==> src/rtl/hwpe_multi_stream_fsm_if.sv <==
// Handshake bundle between the HWPE control FSM and its streamers, engine and uloop.
// The master side is the FSM; the slave side is the datapath it sequences.
interface hwpe_multi_stream_fsm_if #(
  parameter int unsigned N_SRC  = 2,
  parameter int unsigned N_SINK = 1,
  parameter int unsigned CNT_W  = 32
);
  logic [N_SRC-1:0]        src_ready_start;
  logic [N_SINK-1:0]       sink_ready_start;
  logic [N_SRC-1:0]        src_req_start;
  logic [N_SINK-1:0]       sink_req_start;
  logic [N_SINK*CNT_W-1:0] cnt_out;
  logic                    eng_ready;
  logic                    eng_start;
  logic                    eng_clear;
  logic                    eng_enable;
  logic                    ucode_valid;
  logic                    ucode_done;
  logic                    ucode_enable;
  logic                    ucode_clear;

  modport master (
    input  src_ready_start, sink_ready_start, cnt_out, eng_ready, ucode_valid, ucode_done,
    output src_req_start, sink_req_start, eng_start, eng_clear, eng_enable, ucode_enable, ucode_clear
  );

  modport slave (
    output src_ready_start, sink_ready_start, cnt_out, eng_ready, ucode_valid, ucode_done,
    input  src_req_start, sink_req_start, eng_start, eng_clear, eng_enable, ucode_enable, ucode_clear
  );
endinterface

==> src/rtl/hwpe_multi_stream_fsm.sv <==
// HWPE control FSM for multiple masked source/sink streams: launches tiles, tracks per-sink completion,
// steps the uloop between tiles and aborts stuck jobs through a stall watchdog.
module hwpe_multi_stream_fsm #(
  parameter int unsigned N_SRC  = 2,
  parameter int unsigned N_SINK = 1,
  parameter int unsigned CNT_W  = 32,
  parameter int unsigned TMO_W  = 16
) (
  input  logic                    clk_i,
  input  logic                    rst_ni,
  input  logic                    clear_i,
  input  logic                    start_i,
  input  logic [N_SRC-1:0]        src_mask_i,
  input  logic [N_SINK-1:0]       sink_mask_i,
  input  logic [N_SINK*CNT_W-1:0] cnt_limit_i,
  input  logic [TMO_W-1:0]        tmo_limit_i,
  hwpe_multi_stream_fsm_if.master ctrl,
  output logic                    done_o,
  output logic                    err_o,
  output logic                    busy_o,
  output logic [2:0]              state_o
);

  typedef enum logic [2:0] {
    IDLE      = 3'd0,
    START     = 3'd1,
    COMPUTE   = 3'd2,
    UPDATEIDX = 3'd3,
    WAIT      = 3'd4,
    TERMINATE = 3'd5
  } state_e;

  state_e            state_q, state_d;
  logic [TMO_W-1:0]  wd_cnt_q, wd_cnt_d;
  logic              src_rdy, sink_rdy, rdy_all, fin_all, empty_job;
  logic              wd_stuck, wd_expired, launch;
  logic [N_SINK-1:0] sink_fin;
  logic [N_SRC-1:0]  src_req;
  logic [N_SINK-1:0] sink_req;
  logic              eng_start, eng_clear, eng_enable, ucode_enable, ucode_clear, done, err;

  function automatic logic [TMO_W-1:0] sat_inc(input logic [TMO_W-1:0] v);
    return (&v) ? v : v + 1'b1;
  endfunction

  // Masked streams count as ready and masked sinks count as finished.
  assign src_rdy   = &(ctrl.src_ready_start | ~src_mask_i);
  assign sink_rdy  = &(ctrl.sink_ready_start | ~sink_mask_i);
  assign rdy_all   = src_rdy & sink_rdy;
  assign empty_job = ~(|src_mask_i) & ~(|sink_mask_i);

  always_comb begin
    for (int k = 0; k < N_SINK; k++) begin
      sink_fin[k] = ~sink_mask_i[k] |
                    (ctrl.cnt_out[k*CNT_W +: CNT_W] >= cnt_limit_i[k*CNT_W +: CNT_W]);
    end
  end
  assign fin_all = &sink_fin;

  assign wd_stuck   = (state_q == WAIT) || (state_q == TERMINATE);
  assign wd_expired = wd_stuck && (tmo_limit_i != '0) && (wd_cnt_q >= tmo_limit_i);
  assign wd_cnt_d   = (wd_stuck && (state_d == state_q)) ? sat_inc(wd_cnt_q) : '0;

  always_ff @(posedge clk_i or negedge rst_ni) begin
    if (!rst_ni) begin
      state_q  <= IDLE;
      wd_cnt_q <= '0;
    end else begin
      state_q  <= state_d;
      wd_cnt_q <= wd_cnt_d;
    end
  end

  always_comb begin
    state_d      = state_q;
    launch       = 1'b0;
    src_req      = '0;
    sink_req     = '0;
    eng_start    = 1'b0;
    eng_clear    = 1'b0;
    eng_enable   = 1'b0;
    ucode_enable = 1'b0;
    ucode_clear  = 1'b0;
    done         = 1'b0;
    err          = 1'b0;
    case (state_q)
      IDLE: begin
        eng_clear   = 1'b1;
        ucode_clear = 1'b1;
        if (start_i) state_d = empty_job ? TERMINATE : START;
      end
      START: begin
        if (rdy_all) launch = 1'b1;
        else         state_d = WAIT;
      end
      COMPUTE: begin
        eng_enable = 1'b1;
        eng_start  = ctrl.eng_ready;
        if (fin_all) state_d = UPDATEIDX;
      end
      UPDATEIDX: begin
        // Counters are cleared while the uloop computes the next tile's offsets.
        eng_clear = 1'b1;
        if (!ctrl.ucode_valid)    ucode_enable = 1'b1;
        else if (ctrl.ucode_done) state_d = TERMINATE;
        else if (rdy_all)         launch = 1'b1;
        else                      state_d = WAIT;
      end
      WAIT: begin
        if (rdy_all) launch = 1'b1;
        else if (wd_expired) begin
          err     = 1'b1;
          done    = 1'b1;
          state_d = IDLE;
        end
      end
      TERMINATE: begin
        if (rdy_all || wd_expired) begin
          err     = ~rdy_all;
          done    = 1'b1;
          state_d = IDLE;
        end
      end
      default: state_d = IDLE;
    endcase

    if (launch) begin
      eng_start  = 1'b1;
      eng_enable = 1'b1;
      eng_clear  = 1'b0;
      src_req    = src_mask_i;
      sink_req   = sink_mask_i;
      state_d    = COMPUTE;
    end

    // A soft clear wins over every transition and suppresses the pulses it would have produced.
    if (clear_i) begin
      state_d      = IDLE;
      src_req      = '0;
      sink_req     = '0;
      eng_start    = 1'b0;
      ucode_enable = 1'b0;
      done         = 1'b0;
      err          = 1'b0;
    end
  end

  assign ctrl.src_req_start  = src_req;
  assign ctrl.sink_req_start = sink_req;
  assign ctrl.eng_start      = eng_start;
  assign ctrl.eng_clear      = eng_clear;
  assign ctrl.eng_enable     = eng_enable;
  assign ctrl.ucode_enable   = ucode_enable;
  assign ctrl.ucode_clear    = ucode_clear;
  assign done_o              = done;
  assign err_o               = err;
  assign busy_o              = (state_q != IDLE);
  assign state_o             = state_q;

endmodule

==> src/flat_wrapper.sv <==
// flat-port wrapper written by rule: the top's interface ports become plain ports
module hwpe_multi_stream_fsm_flat 
#(
  parameter int unsigned N_SRC  = 2,
  parameter int unsigned N_SINK = 1,
  parameter int unsigned CNT_W  = 32,
  parameter int unsigned TMO_W  = 16
)
  (clk_i, rst_ni, clear_i, start_i, src_mask_i, sink_mask_i, cnt_limit_i, tmo_limit_i, done_o, err_o, busy_o, state_o, ctrl_src_ready_start, ctrl_sink_ready_start, ctrl_cnt_out, ctrl_eng_ready, ctrl_ucode_valid, ctrl_ucode_done, ctrl_src_req_start, ctrl_sink_req_start, ctrl_eng_start, ctrl_eng_clear, ctrl_eng_enable, ctrl_ucode_enable, ctrl_ucode_clear);
  hwpe_multi_stream_fsm_if #(.N_SRC(N_SRC), .N_SINK(N_SINK), .CNT_W(CNT_W)) ctrl_i ();
  input  logic clk_i;
  input  logic rst_ni;
  input  logic clear_i;
  input  logic start_i;
  input  logic [N_SRC-1:0] src_mask_i;
  input  logic [N_SINK-1:0] sink_mask_i;
  input  logic [N_SINK*CNT_W-1:0] cnt_limit_i;
  input  logic [TMO_W-1:0] tmo_limit_i;
  output logic done_o;
  output logic err_o;
  output logic busy_o;
  output logic [2:0] state_o;
  input wire logic [$bits(ctrl_i.src_ready_start)-1:0] ctrl_src_ready_start;
  input wire logic [$bits(ctrl_i.sink_ready_start)-1:0] ctrl_sink_ready_start;
  input wire logic [$bits(ctrl_i.cnt_out)-1:0] ctrl_cnt_out;
  input wire logic [$bits(ctrl_i.eng_ready)-1:0] ctrl_eng_ready;
  input wire logic [$bits(ctrl_i.ucode_valid)-1:0] ctrl_ucode_valid;
  input wire logic [$bits(ctrl_i.ucode_done)-1:0] ctrl_ucode_done;
  output wire logic [$bits(ctrl_i.src_req_start)-1:0] ctrl_src_req_start;
  output wire logic [$bits(ctrl_i.sink_req_start)-1:0] ctrl_sink_req_start;
  output wire logic [$bits(ctrl_i.eng_start)-1:0] ctrl_eng_start;
  output wire logic [$bits(ctrl_i.eng_clear)-1:0] ctrl_eng_clear;
  output wire logic [$bits(ctrl_i.eng_enable)-1:0] ctrl_eng_enable;
  output wire logic [$bits(ctrl_i.ucode_enable)-1:0] ctrl_ucode_enable;
  output wire logic [$bits(ctrl_i.ucode_clear)-1:0] ctrl_ucode_clear;
  assign ctrl_i.src_ready_start = ctrl_src_ready_start;
  assign ctrl_i.sink_ready_start = ctrl_sink_ready_start;
  assign ctrl_i.cnt_out = ctrl_cnt_out;
  assign ctrl_i.eng_ready = ctrl_eng_ready;
  assign ctrl_i.ucode_valid = ctrl_ucode_valid;
  assign ctrl_i.ucode_done = ctrl_ucode_done;
  assign ctrl_src_req_start = ctrl_i.src_req_start;
  assign ctrl_sink_req_start = ctrl_i.sink_req_start;
  assign ctrl_eng_start = ctrl_i.eng_start;
  assign ctrl_eng_clear = ctrl_i.eng_clear;
  assign ctrl_eng_enable = ctrl_i.eng_enable;
  assign ctrl_ucode_enable = ctrl_i.ucode_enable;
  assign ctrl_ucode_clear = ctrl_i.ucode_clear;
  hwpe_multi_stream_fsm #(.N_SRC(N_SRC), .N_SINK(N_SINK), .CNT_W(CNT_W), .TMO_W(TMO_W)) u_core (.clk_i(clk_i), .rst_ni(rst_ni), .clear_i(clear_i), .start_i(start_i), .src_mask_i(src_mask_i), .sink_mask_i(sink_mask_i), .cnt_limit_i(cnt_limit_i), .tmo_limit_i(tmo_limit_i), .ctrl(ctrl_i), .done_o(done_o), .err_o(err_o), .busy_o(busy_o), .state_o(state_o));
endmodule
==> config.mk <==
export PLATFORM = sky130hd
export DESIGN_NAME = hwpe_multi_stream_fsm_flat
export DESIGN_NICKNAME = d
export VERILOG_FILES = /design/src/rtl/hwpe_multi_stream_fsm_if.sv /design/src/rtl/hwpe_multi_stream_fsm.sv /design/src/flat_wrapper.sv
export SDC_FILE = /design/constraint.sdc
export NUM_CORES = 1
export LEC_CHECK = 0
export ABC_AREA = 1
export BUFFER_PORTS_ARGS = -buffer_cell sky130_fd_sc_hd__buf_2
export CAP_MARGIN = 20
export CORE_MARGIN = 10
export CORE_UTILIZATION = 40
export DETAILED_ROUTE_END_ITERATION = 10
export PLACE_DENSITY = 0.65
export SETUP_SLACK_MARGIN = 0.15
export SKIP_LAST_GASP = 1
export SLEW_MARGIN = 20
export SYNTH_ARGS = -nofsm -noshare
export SYNTH_HDL_FRONTEND = slang
export SYNTH_SLANG_ARGS = --single-unit
==> constraint.sdc <==
create_clock -name clk_i -period 2.8 [get_ports clk_i]
set_clock_uncertainty 0.15 [all_clocks]
set_input_delay 0 -clock clk_i [delete_from_list [all_inputs] [get_ports clk_i]]
set_output_delay 0 -clock clk_i [all_outputs]
set_load 0.005 [all_outputs]
== Word level (Yosys, flattened, before mapping) ==
Cells that the tools add are included.
Storage, ports and cells
  memory bits (writable): 0
  bits in registers: 19
  bits of input ports: 93
  memories: 0
  bits in latches: 0
  bits in read-only memories: 0
Cells by class
  muxes and demuxes: 41
  bitwise operators: 9
  reduce and logical (&&, ||, !) cells: 13
  $add $sub $neg: 1
  shift-type cells: 0
  equal/unequal tests: 7
  order comparisons: 2
  $mul: 0
  div/mod/pow operators: 0
Operators by type and width (number)
  3-bit two-way mux: 11
  32-bit >= comparator: 1
  16-bit two-way mux: 2
  1-bit two-way mux: 22
  3-bit one-hot mux with 6 select lines: 1
  16-bit by 1-bit adder with 16-bit output (second input constant): 1
  16-bit >= comparator: 1
  16-bit AND reduction: 1
  16-bit nonzero test: 1
  3-bit by 2-bit equality test with 1-bit output (second input constant): 2
  3-bit equality test (second input constant): 2
  1-bit one-hot mux with 2 select lines: 3
  2-bit OR reduction: 3
  2-bit two-way mux: 2
  3-bit by 1-bit equality test with 1-bit output (second input constant): 1
  3-bit equality test: 1
  1-bit logical AND: 3
  3-bit zero test: 1
  1-bit inverter: 3
  3-bit nonzero test: 1
  1-bit bitwise AND: 2
  1-bit logical OR: 2
  2-bit inequality test (second input constant): 1
  2-bit inverter: 1
  other kinds (3): 4

== Longest topological paths before layout ==
  depth after elaboration: 13
  mapped depth: 17
  mapped depth without buffers: 16

== Least setup slack after synthesis ==
OpenSTA, ideal clock, no wires.
  path kind: reg-to-reg
  from: register u_core.wd_cnt_q[11]
  to: register u_core.wd_cnt_q[11]
  slack: 0.711 ns
  data required time: 2.522 ns
  setup time: 0.128 ns
  path buffers: 1
  arrival: 1.811 ns
  stages on the path, launching flop included: 14
  cells stage by stage: dfrtp_1 -> ha_1 -> nand2_1 -> inv_1 -> nand3_1 -> nor3_1 -> nand2_1 -> nand3_1 -> nand2_1 -> nand3_1 -> nand3_1 -> nand3_2 -> buf_6 -> nor2_4
Between the ends
  word-level cells in the longest chain between the ends: 10
RTL lines
  from (decl): RTL line hwpe_multi_stream_fsm.sv:34  | logic [TMO_W-1:0] wd_cnt_q, wd_cnt_d;
  from (signal assigned): RTL line hwpe_multi_stream_fsm.sv:70  | wd_cnt_q <= wd_cnt_d;
  16-bit >= comparator: RTL line hwpe_multi_stream_fsm.sv:61  | assign wd_expired = wd_stuck && (tmo_limit_i != '0) && (wd_cnt_q >= tmo_limit_i);
  1-bit logical AND: RTL line hwpe_multi_stream_fsm.sv:61
  3-bit two-way mux / 1-bit logical OR (equally long branches): RTL line hwpe_multi_stream_fsm.sv:111, hwpe_multi_stream_fsm.sv:118
  3-bit two-way mux, on equally long branches: RTL line hwpe_multi_stream_fsm.sv:110, hwpe_multi_stream_fsm.sv:118
  3-bit one-hot mux with 6 select lines: RTL line hwpe_multi_stream_fsm.sv:86  | case (state_q)
  3-bit two-way mux: RTL line hwpe_multi_stream_fsm.sv:127  | if (launch) begin
  3-bit two-way mux: RTL line hwpe_multi_stream_fsm.sv:137  | if (clear_i) begin
  3-bit equality test: RTL line hwpe_multi_stream_fsm.sv:62  | assign wd_cnt_d = (wd_stuck && (state_d == state_q)) ? sat_inc(wd_cnt_q) : '0;
  1-bit logical AND: RTL line hwpe_multi_stream_fsm.sv:62
  2-bit inequality test (no source line) / 16-bit two-way mux (equally long branches)
Several ways; a longest one is shown, not always the timed one. The select of a mux whose other input is x is not followed.
A chain may end at the register's enable or synchronous reset.

== Worst setup path after layout ==
  from: register u_core.wd_cnt_q[2]
  to: register u_core.wd_cnt_q[13]
The elaborated chain is that of the path after synthesis.

==> flow_summary.yaml <==
status:
  status: "completed"
place:
  place_area_um2: 3210
  dpl.cell_count: 565
  gp_congestion: 0.866
  dp.final_hpwl_mm: 6.44
  io_buffers: 106
grt:
  grt_usage: 0.144
  antenna_found_initial: 0
  grt_pass1_vias: 2786
  grt_max_degree: 20
  gr-total-overflow: 0
  grt_pass1_wl_mm: 12.3
timing:
  tightest_slew_ns: 0.436
  fmax_ghz: 0.416
  rsz0062_at_grt: "false"
  finalCriticalPeriod_ns: 2.41
  holdWs_ns: 0.0421
  setup-tns-final_ns: 0
  finalMaxSlewViolations: 0
  hold_viol_final: 0
  slew_headroom: 0.709
  setup_viol: 0
  finalCritPeriodShare: 0.859
route:
  dr.pass1.iters: 4
  final_antenna_net_count: 0
  drtIter0Drc: 38
  wl_per_cell_um: 12.7
  vias: 2746
  drc_errors: 0
  drt-total-wl_mm: 7.28
  drt-vias-per-instance: 4.80
layout:
  n_antenna_cell: 0
  drive_above_1_share: 0.281
  layout.nets: 638
  postLayoutCellArea_um2: 3300
  register_area_um2: 475
  fin_cells: 572
  n_fill_cell: 638
  layout_common_cells: "buf_2 (106), inv_1 (78), nand2_1 (73)"
  syn2layout_area_growth_pct: 27.2
  multiInputGateArea_um2: 1770
  mostFrequentLayoutCell: "buf_2"
cts:
  clock_path_buffers: 2
  root_buffer: "clkbuf_8"
  cts.sinks: 19
  worstSkewPairLatency_ns: 0.26
  h-tree-depth: 1
  cts.clk_slew.worst_paths_ns: 0.08
  cts_tree: "yes"
  numCtsBuffers: 3
job:
  maxCapViolCount: 0
yosys:
  syn_inst: 384
  synth.avg_cell_area_um2: 6.75
  synth.yosys.seq_area_share: 0.183
  synth_cell_type_count: 32
  yosys_warnings: 0
  synth_top_family_by_area: "simple AND/OR/NAND/NOR gates"
  synth_area_um2: 2590
  synthSimpleGateAreaFrac: 0.318
  synth_xor_area_frac: 0.0237
  synthMuxAreaShare: 0.00386
  syn_nets: 526
  synthAdderAreaFrac: 0.237
  ys_ff_latch: 19
  synth-compound-area-share: 0.0980
power:
  powerDensity_nw_per_um2: 337
  finalPower_mw: 1.11
  peakVddDrop_mv: 0.517
  leakage_nw: 1.95
critical_path:
  crit_path_end_kind: "register"
  reg2reg_depth: 13
  setup.worst_path.start: "u_core.wd_cnt_q[2]"
  critical_path_class: "reg -> reg"
  critPathMaxFanout: 12
  r2r_slack_ns: 0.39
  rr_startpoint: "u_core.wd_cnt_q[2]"
  worstPathRequired_ns: 2.79
  worstReg2RegEnd: "u_core.wd_cnt_q[13]"
  cp-start-kind: "register"
  arrival_ns: 2.40
die:
  dieArea_um2: 10100
  core_area_um2: 6310
  row_count: 29
  ios: 107
  die_w_um: 100
  die_height_um: 100
  initial_core_util: 0.410
hold_path:
  hold_end: "u_core.state_o[0]"
  hold_start: "sink_mask_i"
  hold_class: "in -> reg"
  hold_depth: 6
-- flip-flops by register name (all words and copies together), names as in the netlist --
signal / count
u_core.state_o: 3
u_core.wd_cnt_q: 16
-- metrics by stage --
| step | setup WS (ns) | util |
|---|---|---|
| 4_1_cts | 0.299 | 0.520 |
| 5_1_grt | 0.139 | 0.522 |
| 2_1_floorplan | 0.711 | - |
| 6_report | 0.394 | 0.522 |
| 3_3_place_gp | 0.359 | 0.508 |
| 3_5_place_dp | 0.323 | 0.508 |
-- how the worst max path moves through the flow --
stage / end / slack (ns) / depth (start not counted)
6_report: u_core.wd_cnt_q[13] / 0.39 / 13
5_1_grt: u_core.wd_cnt_q[14] / 0.14 / 13
4_1_cts: u_core.wd_cnt_q[13] / 0.30 / 13
3_5_place_dp: u_core.wd_cnt_q[12] / 0.32 / 13
3_3_place_gp: u_core.wd_cnt_q[12] / 0.36 / 11
2_1_floorplan: u_core.wd_cnt_q[11] / 0.71 / 13
-- Yosys cell counts --
cell type,instances,share of area
nor3_1,9,0.017
xor2_1,5,0.017
nand3_2,1,0.0039
nand4_1,10,0.024
a31oi_1,1,0.0024
nor3b_2,1,0.0048
inv_2,7,0.010
buf_2,3,0.0058
and3_1,1,0.0024
nor2_4,10,0.043
buf_6,1,0.0043
ha_1,49,0.24
nand2_1,74,0.11
inv_1,78,0.11
xnor2_1,2,0.0068
nand2_2,2,0.0048
a21o_1,1,0.0029
or2_2,1,0.0024
a32oi_1,1,0.0034
nand3_1,25,0.048
dfrtp_1,19,0.18
o21a_1,2,0.0058
clkinv_1,2,0.0029
nor2_1,35,0.051
o21ai_0,14,0.027
o221ai_1,1,0.0034
o21bai_1,2,0.0058
nor3_2,1,0.0039
a21oi_1,22,0.042
nor2_2,2,0.0048
a211oi_2,1,0.0048
mux2i_1,1,0.0039
-- cells by family (layout without fill, tap and decap cells) --
| group | after synthesis | count (layout) |
|---|---|---|
| and+or+nand+nor | 172 | 172 |
| buffers and inverters | 91 | 202 |
| adders and majority gates | 49 | 49 |
| AOI/OAI and AO/OA | 45 | 45 |
| DFF | 19 | 19 |
| xor gates and xnor gates | 7 | 7 |
| muxes | 1 | 1 |
-- report_power, final --
part	switching [mW]	internal [mW]	leakage, nW
sequential	0.0505	0.294	0.264
combinational	0.323	0.247	1.66
clock	0.0975	0.100	0.0217
total	0.471	0.641	1.95
-- layout make-up --
type                    instances  area share
multi-input cells             274       0.538
clock inverters                 1     0.00228
inverters                      87      0.0991
clock buffers                   3      0.0125
well taps                      77      0.0292
flip-flops and latches         19       0.144
repair buffers                111       0.175
-- routing by layer --
layer / global-route usage / vias to the layer above / part of all wire
met5: 0 / - / 0
met2: 0.291 / 68 / 0.53
met1: 0.146 / 1222 / 0.39
met3: 0.0336 / 8 / 0.065
li1: - / 1448 / -
met4: 0.0228 / 0 / 0.012
-- repair_timing --
item / CTS / global route
resized for setup: 0 / 2
hold endpoints to repair: 22 / 0
hold buffers: 3 / 0
endpoints found under the setup margin: 0 / 7
buffers inserted: 0 / 0
-- worst max-delay path, stage by stage (launching register included) --
cell     delay [ns]
dfrtp_1        0.45
ha_1           0.31
nand2_1        0.06
inv_2          0.05
nand3_1        0.06
nor3_1         0.22
nand2_1        0.08
nand3_1        0.11
nand3_1        0.10
nand2_1        0.08
nand3_1        0.14
nand3_4        0.23
buf_4          0.21
nor2_4         0.03
Note: power is estimated with default switching activity, not from simulation.
